[src/rtl/mul_sgn_arbiter.sv]
// ---------------------------------------------------------------------------
// mul_sgn_arbiter
// Shares one combinational signed Baugh-Wooley multiplier (mul_sgn) between
// NumReq requesters.  Round-robin grant, valid/ready handshakes on both the
// request and response sides, and a single outstanding operation.  Operands
// and the product are registered, so the multiplier may be constrained as a
// MulCycles multicycle path.
//
// Optional feature macro: MUL_SGN_ARB_PRIO_EN
//   When defined, an extra input req_prio_i restricts the round-robin search
//   to requesters that are both valid and prioritised (if any exist).
// ---------------------------------------------------------------------------

// Combinational signed multiplier using the modified Baugh-Wooley scheme:
// sign-related partial-product bits are inverted and a constant correction
// row is added, so every row can be summed as an unsigned number.
module mul_sgn #(
   parameter int         WidthX = 8,
   parameter int         WidthY = 8,
   parameter logic [1:0] Speed  = 2'b10
) (
   input  logic [WidthX-1:0]        x_i,
   input  logic [WidthY-1:0]        y_i,
   output logic [WidthX+WidthY-1:0] p_o
);

   localparam int PW = WidthX + WidthY;

   // Correction constant: 2^(PW-1) + 2^(WidthX-1) + 2^(WidthY-1), modulo 2^PW.
   // Added, not OR-ed, because the two lower terms coincide when WidthX == WidthY.
   localparam logic [PW-1:0] BwConst = (PW'(1) << (PW - 1))
                                     + (PW'(1) << (WidthX - 1))
                                     + (PW'(1) << (WidthY - 1));

   // Partial-product row for one Y bit, with the Baugh-Wooley inversions applied.
   function automatic logic [WidthX-1:0] pp_bits(input logic [WidthX-1:0] x,
                                                  input logic              yb,
                                                  input logic              last);
      logic [WidthX-1:0] b;
      b = x & {WidthX{yb}};
      if (last) begin
         b[WidthX-2:0] = ~b[WidthX-2:0];
      end else begin
         b[WidthX-1] = ~b[WidthX-1];
      end
      return b;
   endfunction

   logic [PW-1:0] rows_s [WidthY];
   logic [PW-1:0] acc_a_s;
   logic [PW-1:0] acc_b_s;

   // Build the shifted partial-product rows.
   always_comb begin
      for (int j = 0; j < WidthY; j++) begin
         rows_s[j] = {{WidthY{1'b0}}, pp_bits(x_i, y_i[j], (j == WidthY - 1))} << j;
      end
   end

   // Reduce the rows: two interleaved chains for speed, one chain otherwise.
   always_comb begin
      acc_a_s = BwConst;
      acc_b_s = '0;
      if (Speed[1]) begin
         for (int j = 0; j < WidthY; j++) begin
            if ((j % 2) == 1) begin
               acc_b_s = acc_b_s + rows_s[j];
            end else begin
               acc_a_s = acc_a_s + rows_s[j];
            end
         end
      end else begin
         for (int j = 0; j < WidthY; j++) begin
            acc_a_s = acc_a_s + rows_s[j];
         end
      end
      p_o = acc_a_s + acc_b_s;
   end

endmodule

module mul_sgn_arbiter #(
   parameter int         NumReq    = 4,
   parameter int         WidthX    = 8,
   parameter int         WidthY    = 8,
   parameter int         MulCycles = 1,
   parameter logic [1:0] Speed     = 2'b10
) (
   input  logic                       clk_i,
   input  logic                       rst_ni,
   input  logic [NumReq-1:0]          req_valid_i,
   output logic [NumReq-1:0]          req_ready_o,
   input  logic [NumReq*WidthX-1:0]   req_x_i,
   input  logic [NumReq*WidthY-1:0]   req_y_i,
   output logic [NumReq-1:0]          rsp_valid_o,
   input  logic [NumReq-1:0]          rsp_ready_i,
   output logic [WidthX+WidthY-1:0]   rsp_p_o,
   output logic                       busy_o
`ifdef MUL_SGN_ARB_PRIO_EN
   ,
   input  logic [NumReq-1:0]          req_prio_i
`endif
);

   localparam int IdxW = (NumReq > 1) ? $clog2(NumReq) : 1;
   localparam int SumW = IdxW + 1;
   localparam int CntW = (MulCycles > 1) ? $clog2(MulCycles) : 1;
   localparam int PW   = WidthX + WidthY;

   typedef enum logic [1:0] {
      IDLE = 2'b00,
      CALC = 2'b01,
      RESP = 2'b10
   } state_e;

   state_e              state_q,     state_d;
   logic [IdxW-1:0]     rr_ptr_q,    rr_ptr_d;
   logic [IdxW-1:0]     idx_q,       idx_d;
   logic [CntW-1:0]     cnt_q,       cnt_d;
   logic [WidthX-1:0]   x_q,         x_d;
   logic [WidthY-1:0]   y_q,         y_d;
   logic [PW-1:0]       rsp_p_q,     rsp_p_d;
   logic [NumReq-1:0]   rsp_valid_q, rsp_valid_d;
   logic                busy_q,      busy_d;

   logic [NumReq-1:0]   eligible_s;
   logic                grant_found_s;
   logic [IdxW-1:0]     grant_idx_s;
   logic [SumW-1:0]     cand_sum_s;
   logic [IdxW-1:0]     cand_s;
   logic [PW-1:0]       mul_p_s;

   // Shared multiplier, fed only from the operand registers.
   mul_sgn #(
      .WidthX (WidthX),
      .WidthY (WidthY),
      .Speed  (Speed)
   ) u_mul (
      .x_i (x_q),
      .y_i (y_q),
      .p_o (mul_p_s)
   );

`ifdef MUL_SGN_ARB_PRIO_EN
   // Restrict the search to prioritised valid requesters when any exist.
   always_comb begin
      eligible_s = req_valid_i;
      if (|(req_valid_i & req_prio_i)) begin
         eligible_s = req_valid_i & req_prio_i;
      end else begin
         eligible_s = req_valid_i;
      end
   end
`else
   // Every valid requester takes part in the round-robin search.
   always_comb begin
      eligible_s = req_valid_i;
   end
`endif

   // Round-robin search: first eligible index at or above rr_ptr, wrapping.
   always_comb begin
      grant_found_s = 1'b0;
      grant_idx_s   = '0;
      cand_sum_s    = '0;
      cand_s        = '0;
      for (int k = 0; k < NumReq; k++) begin
         cand_sum_s = {1'b0, rr_ptr_q} + SumW'(k);
         if (cand_sum_s >= SumW'(NumReq)) begin
            cand_sum_s = cand_sum_s - SumW'(NumReq);
         end else begin
            cand_sum_s = cand_sum_s;
         end
         cand_s = cand_sum_s[IdxW-1:0];
         if (!grant_found_s && eligible_s[cand_s]) begin
            grant_found_s = 1'b1;
            grant_idx_s   = cand_s;
         end else begin
            grant_found_s = grant_found_s;
         end
      end
   end

   // Request accept is combinational and only offered in IDLE outside reset.
   always_comb begin
      if (rst_ni && (state_q == IDLE) && grant_found_s) begin
         req_ready_o = NumReq'(1) << grant_idx_s;
      end else begin
         req_ready_o = '0;
      end
   end

   // Next-state logic for the IDLE -> CALC -> RESP sequence.
   always_comb begin
      state_d  = state_q;
      rr_ptr_d = rr_ptr_q;
      idx_d    = idx_q;
      cnt_d    = cnt_q;
      x_d      = x_q;
      y_d      = y_q;
      rsp_p_d  = rsp_p_q;
      case (state_q)
         IDLE: begin
            if (grant_found_s) begin
               x_d     = req_x_i[grant_idx_s*WidthX +: WidthX];
               y_d     = req_y_i[grant_idx_s*WidthY +: WidthY];
               idx_d   = grant_idx_s;
               cnt_d   = CntW'(MulCycles - 1);
               state_d = CALC;
            end else begin
               state_d = IDLE;
            end
         end
         CALC: begin
            if (cnt_q != '0) begin
               cnt_d = cnt_q - CntW'(1);
            end else begin
               rsp_p_d = mul_p_s;
               state_d = RESP;
            end
         end
         RESP: begin
            if (rsp_ready_i[idx_q]) begin
               state_d = IDLE;
               if (idx_q == IdxW'(NumReq - 1)) begin
                  rr_ptr_d = '0;
               end else begin
                  rr_ptr_d = idx_q + IdxW'(1);
               end
            end else begin
               state_d = RESP;
            end
         end
         default: begin
            state_d = IDLE;
         end
      endcase
   end

   // Registered response valid and busy are decoded from the next state.
   always_comb begin
      if (state_d == RESP) begin
         rsp_valid_d = NumReq'(1) << idx_d;
      end else begin
         rsp_valid_d = '0;
      end
      busy_d = (state_d != IDLE);
   end

   // State, operand and output registers with asynchronous clear.
   always_ff @(posedge clk_i or negedge rst_ni) begin
      if (!rst_ni) begin
         state_q     <= IDLE;
         rr_ptr_q    <= '0;
         idx_q       <= '0;
         cnt_q       <= '0;
         x_q         <= '0;
         y_q         <= '0;
         rsp_p_q     <= '0;
         rsp_valid_q <= '0;
         busy_q      <= 1'b0;
      end else begin
         state_q     <= state_d;
         rr_ptr_q    <= rr_ptr_d;
         idx_q       <= idx_d;
         cnt_q       <= cnt_d;
         x_q         <= x_d;
         y_q         <= y_d;
         rsp_p_q     <= rsp_p_d;
         rsp_valid_q <= rsp_valid_d;
         busy_q      <= busy_d;
      end
   end

   assign rsp_valid_o = rsp_valid_q;
   assign rsp_p_o     = rsp_p_q;
   assign busy_o      = busy_q;

endmodule

[config.mk]
export PLATFORM = sky130hd
export DESIGN_NAME = mul_sgn_arbiter
export DESIGN_NICKNAME = d
export VERILOG_FILES = /design/src/rtl/mul_sgn_arbiter.sv
export SDC_FILE = /design/constraint.sdc
export NUM_CORES = 1
export LEC_CHECK = 0
export ABC_CLOCK_PERIOD_IN_PS = 11700
export CAP_MARGIN = 10
export CORE_ASPECT_RATIO = 0.7
export CORE_MARGIN = 5
export CORE_UTILIZATION = 49
export CTS_BUF_LIST = sky130_fd_sc_hd__clkbuf_2
export CTS_CLUSTER_DIAMETER = 40
export DETAILED_ROUTE_END_ITERATION = 7
export PLACE_DENSITY = 0.78
export SLEW_MARGIN = 25
export SYNTH_ARGS = -nofsm -noshare
export SYNTH_HDL_FRONTEND = slang
export SYNTH_SLANG_ARGS = --single-unit
[constraint.sdc]
create_clock -name clk_i -period 11.7 [get_ports clk_i]
set_input_delay 2.34 -clock clk_i [delete_from_list [all_inputs] [get_ports clk_i]]
set_output_delay 2.34 -clock clk_i [all_outputs]
set_load 0.02 [all_outputs]
==> results of run 1 <==
[metrics by stage]
| stage | utilization [%] | instance area [um2] | hold slack [ps] | instances |
|---|---|---|---|---|
| 4_1_cts | 61.12 | 5478 | 510.6 | 692 |
| 2_1_floorplan | - | 4436 | 465.3 | 488 |
| 6_report | 61.22 | 5487 | 505.2 | 692 |
| 3_5_place_dp | 60.65 | 5435 | 461.1 | 684 |
| 5_1_grt | 61.22 | 5487 | 538.5 | 692 |
| 3_3_place_gp | 60.65 | 5435 | 457.9 | 684 |
[worst max-delay path by stage]
| stage | slack (ps) | start | endpoint |
|---|---|---|---|
| finish | 4490 | req_valid_i[3] | req_ready_o[2] |
| CTS | 4520 | req_valid_i[3] | req_ready_o[2] |
| global route | 4360 | req_valid_i[3] | req_ready_o[2] |
| global placement | 4630 | req_valid_i[3] | req_ready_o[2] |
| floorplan | 5750 | req_valid_i[3] | req_ready_o[1] |
| detailed placement | 4530 | req_valid_i[3] | req_ready_o[2] |
[logic make-up (layout without fill, tap and decap cells)]
family | count (synthesis) | count (layout)
xor+xnor | 14 | 14
buf+inv | 75 | 155
compound gates | 101 | 101
flops | 43 | 43
mux | 18 | 18
simple gates | 166 | 166
fa+ha+maj | 71 | 71
[metal layers]
layer / GRT usage (%) / part of all wire, % / up-vias
met1: 29.39 / 45 / 1862
li1: - / - / 1831
met4: 4.623 / 1.1 / 0
met5: 0 / 0 / -
met3: 6.637 / 8.5 / 12
met2: 35.65 / 45 / 149
[worst min-delay path, stage by stage, from the launching register on]
cell	delay [ps]
sky130_fd_sc_hd__dfrtp_1	390
sky130_fd_sc_hd__nand2_1	50
sky130_fd_sc_hd__nand2_1	50
[final cells by class]
| class | instances | area, um2 | area share, % |
|---|---|---|---|
| clock buffers | 6 | 30.03 | 0.5473 |
| clock inverters | 2 | 12.51 | 0.2281 |
| inverters | 48 | 180.2 | 3.284 |
| multi-input cells | 370 | 3049 | 55.58 |
| flip-flops and latches | 43 | 1076 | 19.61 |
| well taps | 124 | 155.1 | 2.828 |
| repair buffers | 99 | 983.4 | 17.92 |
[layout by cell type (no fill, tap or decap), types with 3 or more instances in the layout]
| cell type | instances |
|---|---|
| sky130_fd_sc_hd__and2_1 | 30 |
| sky130_fd_sc_hd__nor4_1 | 4 |
| sky130_fd_sc_hd__nor3_1 | 6 |
| sky130_fd_sc_hd__a21oi_1 | 31 |
| sky130_fd_sc_hd__dfrtp_1 | 43 |
| sky130_fd_sc_hd__fa_1 | 32 |
| sky130_fd_sc_hd__mux2_2 | 9 |
| sky130_fd_sc_hd__clkbuf_2 | 6 |
| sky130_fd_sc_hd__nand4_1 | 3 |
| sky130_fd_sc_hd__a21o_1 | 5 |
| sky130_fd_sc_hd__a221o_1 | 16 |
| sky130_fd_sc_hd__o21bai_1 | 3 |
| sky130_fd_sc_hd__nand3_1 | 19 |
| sky130_fd_sc_hd__xnor2_1 | 8 |
| sky130_fd_sc_hd__mux2_4 | 8 |
| sky130_fd_sc_hd__clkdlybuf4s50_1 | 97 |
| sky130_fd_sc_hd__o21ai_0 | 33 |
| sky130_fd_sc_hd__xor2_1 | 6 |
| sky130_fd_sc_hd__nand2_1 | 70 |
| sky130_fd_sc_hd__nand2b_1 | 6 |
| sky130_fd_sc_hd__nor2_1 | 7 |
| sky130_fd_sc_hd__inv_1 | 48 |
| sky130_fd_sc_hd__ha_1 | 39 |
[flip-flops by register name (all words and copies together) (netlist names)]
signal	flops
rr_ptr_q	2
y_q	8
idx_q	2
busy_o	1
x_q	8
rsp_p_o	16
rsp_valid_o	4
state_q	2
==> results_tabular.tex, run 1 <==
\begin{tabular}{lr}
\hline
Metric & Value \\
\hline
\multicolumn{2}{l}{\textbf{Flow run}} \\
\quad Max Cap Violations & 0 \\
\multicolumn{2}{l}{\textbf{Timing}} \\
\quad Tightest slew margin relative to the limit & a little over two fifths \\
\quad Slew @ Worst Pin & about 860 ps \\
\quad Post-route minimum period & slightly above 7000 ps \\
\quad Max Clock Freq & around 140 MHz \\
\quad Clock Skews & around 32 ps \\
\quad Max-slew violation count & 0 \\
\quad RSZ-0062 raised after global routing & no \\
\quad Post-Route Setup TNS & 0 ps \\
\quad Fin worst setup slack & $\sim$4500 ps \\
\quad Fraction of the cycle the final worst path needs & just over 60\% \\
\quad Hold violation count in the final report & 0 \\
\quad Final setup vio count & 0 \\
\multicolumn{2}{l}{\textbf{Clock network}} \\
\quad Number of buffers added by the clock tree synthesis step & 5 \\
\quad Clock latency on the worst-skew pair & $\sim$420 ps \\
\quad Resize count post-CTS & 0 \\
\quad Count of hold-fix buffers inserted at cts & 0 \\
\quad Clock transition time at the flip-flop clock pins of the worst setup and hold paths & approximately 230 ps \\
\quad Buffers inserted during post-CTS setup optimization & 0 \\
\quad TritonCTS clock tree & done \\
\quad \# clock sinks & 43 \\
\quad Number of H-tree levels & 2 \\
\quad Clock Tree Root & sky130\_fd\_sc\_hd\_\_clkbuf\_2 \\
\quad Bufs on Longest Clock Path & 2 \\
\multicolumn{2}{l}{\textbf{Logic synthesis}} \\
\quad Compound-cell area share of the yosys netlist & 14.53\% \\
\quad Proportion of netlist area held by the largest area contributor & about a quarter \\
\quad Area share of xor/xnor cells in the synthesized design & approximately 2.8\% \\
\quad Gate count of the mapped netlist & 488 \\
\quad Number of warnings reported in the yosys synthesis log & 0 \\
\quad Most instantiated flip-flop cell in the synthesis netlist & sky130\_fd\_sc\_hd\_\_dfrtp\_1 \\
\quad Post-synth cell types & 56 \\
\quad Count of flip-flops with a built-in enable after synthesis & 0 \\
\quad Cell area after synthesis & 4436 um2 \\
\quad Main area contributors after synthesis & sky130\_fd\_sc\_hd\_\_dfrtp\_1 (24\%), sky130\_fd\_sc\_hd\_\_fa\_1 (14\%), sky130\_fd\_sc\_hd\_\_ha\_1 (11\%), sky130\_fd\_sc\_hd\_\_nand2\_1 (5.9\%), sky130\_fd\_sc\_hd\_\_and2\_1 (4.2\%) \\
\quad Synth Register Bits & 43 \\
\quad Cell with the most instances after synthesis & sky130\_fd\_sc\_hd\_\_nand2\_1 \\
\quad Largest family of logic cells by synthesized area & adder cells \\
\quad Cell type with the highest aggregate area in the netlist & sky130\_fd\_sc\_hd\_\_dfrtp\_1 \\
\quad Async set-or-reset flop fraction in the synthesized netlist & between 90\% and 100\% \\
\quad Synth Net Count & about 630 \\
\quad Proportion of synthesized chip area in sequential cells & about a quarter \\
\quad Top cells by count, synth & sky130\_fd\_sc\_hd\_\_nand2\_1 (70), sky130\_fd\_sc\_hd\_\_inv\_1 (48), sky130\_fd\_sc\_hd\_\_dfrtp\_1 (43), sky130\_fd\_sc\_hd\_\_ha\_1 (39), sky130\_fd\_sc\_hd\_\_o21ai\_0 (33) \\
\quad Mapped Avg Cell Area & between 9 and 10 um2 \\
\quad Share of synthesized area spent on multiplexers & roughly 5.5\% \\
\quad Synthesized-area fraction occupied by and/or/nand/nor cells & approximately 20\% \\
\quad Arithmetic-cell share of the synthesized area counting full adders, half adders and majority gates & 25.44\% \\
\multicolumn{2}{l}{\textbf{Routing}} \\
\quad Average wire per standard cell & 16.46 um \\
\quad DRC marker count from the first detailed-route iteration & 221 \\
\quad Detailed-router iteration count before antenna repair & 5 \\
\quad DRT Wirelength & $\sim$11000 um \\
\quad Number of nets with antenna violations after routing & 0 \\
\quad Count of vias placed by the detailed router & 3854 \\
\quad Total DRC errors in the routed layout & 0 \\
\quad Vias per cell & between 5 and 6 \\
\multicolumn{2}{l}{\textbf{GRT}} \\
\quad Largest net degree at the start of global routing & 45 \\
\quad Global route total overflow & 0 \\
\quad Global router's overall resource usage & 21.97\% \\
\quad Number of antenna violations at the first check in global routing & 0 \\
\quad Via count of the first global-routing pass & between 4000 and 5000 \\
\quad First-pass GRT wire length & 19130 um \\
\multicolumn{2}{l}{\textbf{Setup path}} \\
\quad Standard cell with the maximum stage delay on the critical path & sky130\_fd\_sc\_hd\_\_nand4bb\_1 \\
\quad Crit path kind & input pin to output pin \\
\quad R2R setup slack & just over 6000 ps \\
\quad Slowest Stage Delay on Critical Path & approximately 760 ps \\
\quad Worst endpoint data arrival time & 4870 ps \\
\quad R2R Path End & rsp\_p\_o[12] \\
\quad Type of element capturing the critical path & output pin \\
\quad Critical Path RT & 9360 ps \\
\quad Maximum fanout along the worst path & 18 \\
\quad Count of buffer and inverter cells on the critical path & 2 \\
\quad Cell type with the highest occurrence count on the critical path & sky130\_fd\_sc\_hd\_\_clkdlybuf4s50\_1 \\
\quad Nature of the critical path startpoint & input pin \\
\quad Path depth of the worst reg2reg path & 19 \\
\quad Cells traversed along the worst timing path & clkdlybuf4s50\_1 -> nor2\_2 -> nand4bb\_1 -> nand2\_8 -> nor3\_1 -> clkdlybuf4s50\_1 \\
\quad Worst path depth & 6 \\
\quad Start of the worst register-to-register path & y\_q[1] \\
\quad Cell type group with the largest total delay on the critical path & simple AND/OR/NAND/NOR gates \\
\multicolumn{2}{l}{\textbf{Cells and area}} \\
\quad Fill cell total of the finished layout & 791 \\
\quad Diodes inserted & 0 \\
\quad Count of nets after finishing & between 700 and 800 \\
\quad Layout cell share with drive strength beyond 1 & 6.162\% \\
\quad Area delta synth->final & 23.70\% \\
\multicolumn{2}{l}{\textbf{Placement}} \\
\quad I/O Buffers & between 90 and 100 \\
\quad Worst slack, placed & approximately 4500 ps \\
\quad Final Wtd Congestion & 0.9076 \\
\quad Detailed Place HPWL & between 9000 and 10000 um \\
\multicolumn{2}{l}{\textbf{Die}} \\
\quad DIE HEIGHT & about 90 um \\
\quad Chip Width & roughly 120 um \\
\quad Standard-cell rows & 29 \\
\quad Starting Density & about half \\
\quad Floorplan die area & $\sim$11000 um2 \\
\quad Core ar. & between 8000 and 9000 um2 \\
\quad Number of top-level pins & 99 \\
\multicolumn{2}{l}{\textbf{Worst hold path}} \\
\quad Terminating pin of the worst hold path & rsp\_p\_o[5] \\
\quad HP Class & flop to flop \\
\quad Hold depth & 2 \\
\quad Startpoint of the lowest-slack hold path & rsp\_p\_o[5] \\
\multicolumn{2}{l}{\textbf{Run status}} \\
\quad Outcome & completed \\
\hline
\end{tabular}
Power of run 1 is not shown: default switching activity piles up to over one toggle a cycle in this logic, so the estimate is an artifact.
==> run 2, diff against run 1 <==
Settings changed: ABC_CLOCK_PERIOD_IN_PS 11700 to 7400.
Clock period 11.7 ns to 7.4 ns, I/O delays scaled along.
==> run 2 against run 1 <==
Register-to-register slack worse by 4300 ps. Routed wire length is 1.9% lower. Global-route usage is 0.40 points lower. Clock skew is 9.9 ps lower. Critical path depth is 13 higher. Worst hold slack worse by 5.3 ps. Utilization is 0.36 points higher. Non-clock buffer count is 1 higher. First-iteration DRC count is 10% higher. Die area stayed put. Flip-flop and latch count stayed put. Critical endpoint is now rsp_p_o[12].
==> results_tabular.tex, run 2 (synthesis results as in run 1) <==
\begin{tabular}{lr}
\hline
Metric & Value \\
\hline
\multicolumn{2}{l}{\textbf{Run status}} \\
\quad Outcome & completed \\
\multicolumn{2}{l}{\textbf{Setup path}} \\
\quad Crit path kind & flop to flop \\
\quad Maximum fanout along the worst path & 9 (-9) \\
\quad Crit path to & rsp\_p\_o[12] \\
\quad Critical Path RT & 7730 ps (-1630 ps) \\
\quad Nature of the critical path startpoint & flop \\
\quad First element of the critical path & y\_q[5] \\
\quad Type of element capturing the critical path & flop \\
\quad Worst endpoint data arrival time & 5870 ps (+1000 ps) \\
\quad Start of the worst register-to-register path & y\_q[5] \\
\quad Path depth of the worst reg2reg path & 19 (unchanged) \\
\quad R2R setup slack & 1870 ps (-4260 ps) \\
\quad R2R Path End & rsp\_p\_o[12] \\
\multicolumn{2}{l}{\textbf{GRT}} \\
\quad Largest net degree at the start of global routing & 45 (unchanged) \\
\quad Global router's overall resource usage & 21.57\% (-0.40 points) \\
\quad Global route total overflow & 0 (unchanged) \\
\quad First-pass GRT wire length & 18930 um (-1.0\%) \\
\quad Number of antenna violations at the first check in global routing & 0 (unchanged) \\
\quad Via count of the first global-routing pass & 3895 (-3.2\%) \\
\multicolumn{2}{l}{\textbf{Routing}} \\
\quad Average wire per standard cell & 16.13 um (-2.0\%) \\
\quad Number of nets with antenna violations after routing & 0 (unchanged) \\
\quad Count of vias placed by the detailed router & 3768 (-2.2\%) \\
\quad DRT Wirelength & 11180 um (-1.9\%) \\
\quad Detailed-router iteration count before antenna repair & 5 (unchanged) \\
\quad Total DRC errors in the routed layout & 0 (unchanged) \\
\quad Vias per cell & 5.437 (-2.4\%) \\
\quad DRC marker count from the first detailed-route iteration & 244 (+10\%) \\
\multicolumn{2}{l}{\textbf{Cells and area}} \\
\quad Most common cell after layout, fill and taps aside & sky130\_fd\_sc\_hd\_\_clkdlybuf4s50\_1 \\
\quad Flip-flop count of the largest register, all copies and words added & 16 (unchanged) \\
\quad Most frequent cells in the layout & sky130\_fd\_sc\_hd\_\_clkdlybuf4s50\_1 (97), sky130\_fd\_sc\_hd\_\_nand2\_1 (70), sky130\_fd\_sc\_hd\_\_inv\_1 (48), sky130\_fd\_sc\_hd\_\_dfrtp\_1 (43), sky130\_fd\_sc\_hd\_\_ha\_1 (39) \\
\quad Summed area of non-filler cells in the final layout & 5519 um2 (+0.59\%) \\
\quad Fill cell total of the finished layout & 776 (-1.9\%) \\
\quad Count of nets after finishing & 713 (+0.14\%) \\
\quad Area delta synth->final & 24.43\% \\
\quad Diodes inserted & 0 (unchanged) \\
\quad Layout cell share with drive strength beyond 1 & 6.151\% (-0.011 points) \\
\multicolumn{2}{l}{\textbf{Timing}} \\
\quad Slew @ Worst Pin & 919.6 ps (+56.66 ps) \\
\quad Post-route minimum period & between 5000 and 6000 ps \\
\quad Fin worst setup slack & 1865 ps (-2623 ps) \\
\quad Post-Route Setup TNS & 0 ps (unchanged) \\
\quad RSZ-0062 raised after global routing & no \\
\quad Hold violation count in the final report & 0 (unchanged) \\
\quad Clock Skews & 22.48 ps (-9.931 ps) \\
\quad Max-slew violation count & 0 (unchanged) \\
\quad Fraction of the cycle the final worst path needs & between 70\% and 80\% \\
\quad Final setup vio count & 0 (unchanged) \\
\quad Tightest slew margin relative to the limit & 38.23\% (-4.2 points) \\
\quad Max Clock Freq & about 180 MHz \\
\multicolumn{2}{l}{\textbf{Clock network}} \\
\quad Clock transition time at the flip-flop clock pins of the worst setup and hold paths & 250 ps (+20 ps) \\
\quad Number of H-tree levels & 2 (unchanged) \\
\quad Buffers inserted during post-CTS setup optimization & 0 (unchanged) \\
\quad Resize count post-CTS & 0 (unchanged) \\
\quad Count of hold-fix buffers inserted at cts & 0 (unchanged) \\
\quad TritonCTS clock tree & done \\
\quad \# clock sinks & 43 (unchanged) \\
\quad Clock Tree Root & sky130\_fd\_sc\_hd\_\_clkbuf\_2 \\
\quad Number of buffers added by the clock tree synthesis step & 5 (unchanged) \\
\quad Bufs on Longest Clock Path & 2 (unchanged) \\
\quad Clock latency on the worst-skew pair & 440 ps (+20 ps) \\
\multicolumn{2}{l}{\textbf{Placement}} \\
\quad Final Wtd Congestion & 0.8857 (-2.4\%) \\
\quad I/O Buffers & 98 (unchanged) \\
\quad Worst slack, placed & 1929 ps (-2599 ps) \\
\quad Area of placed instances & 5443 um2 (+0.14\%) \\
\quad Detailed Place HPWL & 9217 um (-2.4\%) \\
\multicolumn{2}{l}{\textbf{Worst hold path}} \\
\quad HP Class & flop to flop \\
\multicolumn{2}{l}{\textbf{Die}} \\
\quad Core ar. & 8962 um2 (unchanged) \\
\quad Floorplan die area & 11080 um2 (unchanged) \\
\quad Standard-cell rows & 29 (unchanged) \\
\quad Starting Density & 49.49\% (unchanged) \\
\quad Number of top-level pins & 99 (unchanged) \\
\quad Chip Width & 123.7 um (unchanged) \\
\quad DIE HEIGHT & 89.60 um (unchanged) \\
\multicolumn{2}{l}{\textbf{Flow run}} \\
\quad Max Cap Violations & 0 (unchanged) \\
\hline
\end{tabular}
-- run 2: cell count changes in the layout (fill, tap and decap cells not counted), sizes merged --
cell      change
inv           +1
bufinv        +1
clkbuf        -1
buf           +1
clkinvlp      -1
-- run 2: final cells by class --
class / instances / area (um2) / area share, %
multi-input combinational: 370 / 3049 / 55.25
sequential: 43 / 1076 / 19.50
timing repair buffer: 100 / 991.0 / 17.96
inverter: 48 / 180.2 / 3.265
tap: 124 / 155.1 / 2.811
clock inverter: 3 / 42.54 / 0.7708
clock buffer: 5 / 25.02 / 0.4534
-- run 2: worst min path at each step --
stage / from / endpoint / slack, ps / cells after the start
4_1_cts: rsp_p_o[0] / rsp_p_o[0] / 510 / 2
2_1_floorplan: rr_ptr_q[0] / rr_ptr_q[0] / 470 / 2
3_5_place_dp: rsp_p_o[0] / rsp_p_o[0] / 460 / 2
5_1_grt: rsp_p_o[0] / rsp_p_o[0] / 530 / 2
6_report: rsp_p_o[0] / rsp_p_o[0] / 500 / 2
3_3_place_gp: rsp_p_o[0] / rsp_p_o[0] / 460 / 2
-- run 2: critical path, stage by stage, from the launching register on --
cell and delay, ps:
sky130_fd_sc_hd__dfrtp_1 540, sky130_fd_sc_hd__and2_1 220, sky130_fd_sc_hd__fa_1 530, sky130_fd_sc_hd__ha_1 320, sky130_fd_sc_hd__a21o_1 180, sky130_fd_sc_hd__a21oi_1 250, sky130_fd_sc_hd__o21bai_1 90, sky130_fd_sc_hd__a21oi_1 180
sky130_fd_sc_hd__xnor2_1 110, sky130_fd_sc_hd__fa_1 540, sky130_fd_sc_hd__inv_1 50, sky130_fd_sc_hd__fa_1 500, sky130_fd_sc_hd__fa_1 540, sky130_fd_sc_hd__inv_1 50, sky130_fd_sc_hd__ha_1 310, sky130_fd_sc_hd__o21a_1 130
sky130_fd_sc_hd__o21a_1 210, sky130_fd_sc_hd__a21oi_1 200, sky130_fd_sc_hd__nor4b_1 80, sky130_fd_sc_hd__or3_1 390
-- run 2: layer usage --
metal,GRT usage (%),routed length [um],vias to the layer above,share of wire [%]
met1,31.45,5523,1787,49
met5,0,0,-,0
li1,-,-,1831,-
met3,5.448,853,11,7.6
met4,5.427,111,0,0.99
met2,32.17,4687,139,42
-- run 2: metrics by stage --
| stage | hold slack, ps | instances | util (%) |
|---|---|---|---|
| 3_5_place_dp | 456.5 | 685 | 60.73 |
| 4_1_cts | 505.4 | 693 | 61.48 |
| 5_1_grt | 531.0 | 693 | 61.58 |
| 2_1_floorplan | 465.3 | 488 | - |
| 3_3_place_gp | 456.7 | 685 | 60.73 |
| 6_report | 499.9 | 693 | 61.58 |
Power of run 2 is left out for the same reason.
==> variant: new RTL, settings of run 2 <==
The option `MUL_SGN_ARB_PRIO_EN` is turned on by a define.
--- a/src/rtl/mul_sgn_arbiter.sv
+++ b/src/rtl/mul_sgn_arbiter.sv
@@ -14,6 +14,8 @@
 // Combinational signed multiplier using the modified Baugh-Wooley scheme:
 // sign-related partial-product bits are inverted and a constant correction
 // row is added, so every row can be summed as an unsigned number.
+`define MUL_SGN_ARB_PRIO_EN
+
 module mul_sgn #(
    parameter int         WidthX = 8,
    parameter int         WidthY = 8,
Ports: changed (added req_prio_i); port bits go from 99 to 103. No check against the original RTL was run, so the function may have changed too.
==> variant against run 2 <==
Global-route usage fell by 2.8 points. Routed wire length fell by 7.7%. Setup slack got worse by 0.28 ns. Cell area rose by 1.5%. Count of clock-buffer cells in the layout did not move. Die area rose by 1.0%. Synthesized cell count fell by 4.1%. Via count fell by 5.0%. Synthesized area rose by 1.2%. Sequential cell count did not move. Highest routed layer unchanged.
Power is left out: the tool's default activity adds up to more than one toggle a clock period on the data nets, which glitch-free logic cannot reach.
==> variant: results (changes against run 2) <==
post-synthesis mux area share: 10.2% (was 5.50%)
met1 usage: 25.2% (was 31.5%)
first-pass GRT wire length: 17900 um (was 18900 um)
clock latency at the later pin of the worst-skew pair: 0.41 ns (was 0.44 ns)
Layout Skew: 0.0252 ns (was 0.0225 ns)
initial DRC count: 86 (was 244)
sequential share of the synthesized area: 24.0% (was 24.3%)
final hold slack: 0.509 ns (was 0.500 ns)
post-synthesis compound-gate area fraction: 13.2% (was 14.5%)
HPWL after DPL: 8420 um (was 9220 um)
status: completed (unchanged)
DRT met1 WL: 4860 um (was 5520 um)
Post-Place Cell Area: 0.00557 mm2 (was 0.00544 mm2)
top cells by area, synth: dfrtp_1 (24%), fa_1 (15%), ha_1 (11%) (was dfrtp_1 (24%), fa_1 (14%), ha_1 (11%))
Synth Area in Adders: 26.3% (was 25.4%)
Worst Setup EP: rsp_p_o[15] (was rsp_p_o[12])
filler instances: 794 (was 776)
GR Util met2: 32.3% (was 32.2%)
Synthesized Nets: 620 (was 633)
met3 wire len: 444 um (was 853 um)
vias in the first global route: 3809 (was 3895)
Mapped Cells: 468 (was 488)
worst-margin pin slew: 0.757 ns (was 0.920 ns)
worst path arrival time: 6.15 ns (was 5.87 ns)
First-pass DRT Iterations: 4 (was 5)
Synth Area in XOR/XNOR: 2.34% (was 2.76%)
met2 wire length: 4980 um (was 4690 um)
share of cells above drive strength 1: 7.32% (was 6.15%)
-- variant: cell count changes after synthesis, moves of 10 or more --
cell | run 2 | this run
nand3_1 | 19 | 2
a221o_1 | 16 | 0
o21ai_0 | 33 | 18
o221ai_2 | 0 | 10
a21oi_1 | 31 | 9
inv_1 | 48 | 66
mux2i_1 | 0 | 32
-- variant: final cells by class --
class                   instances  share of cell area, %
flip-flops and latches         43                   19.2
clock inverters                 2                  0.156
inverters                      67                   4.49
multi-input cells             337                   54.2
repair buffers                106                   18.7
clock buffers                   5                  0.447
well taps                     124                   2.77
-- variant: worst max-delay path: cells and delay by family (launching register included) --
family	cells	cell delay, ns
fa+ha+maj	7	3.03
compound gates	7	1.35
flops	1	0.56
simple gates	3	0.41
buf+inv	5	0.28
xor+xnor	1	0.13
-- variant: cells by family (layout without fill, tap and decap cells) --
group           Yosys count  in the layout
buf+inv                  88            180
flops                    43             43
simple gates            135            135
xor+xnor                 12             12
compound gates           74             74
fa+ha+maj                74             74
mux                      42             42
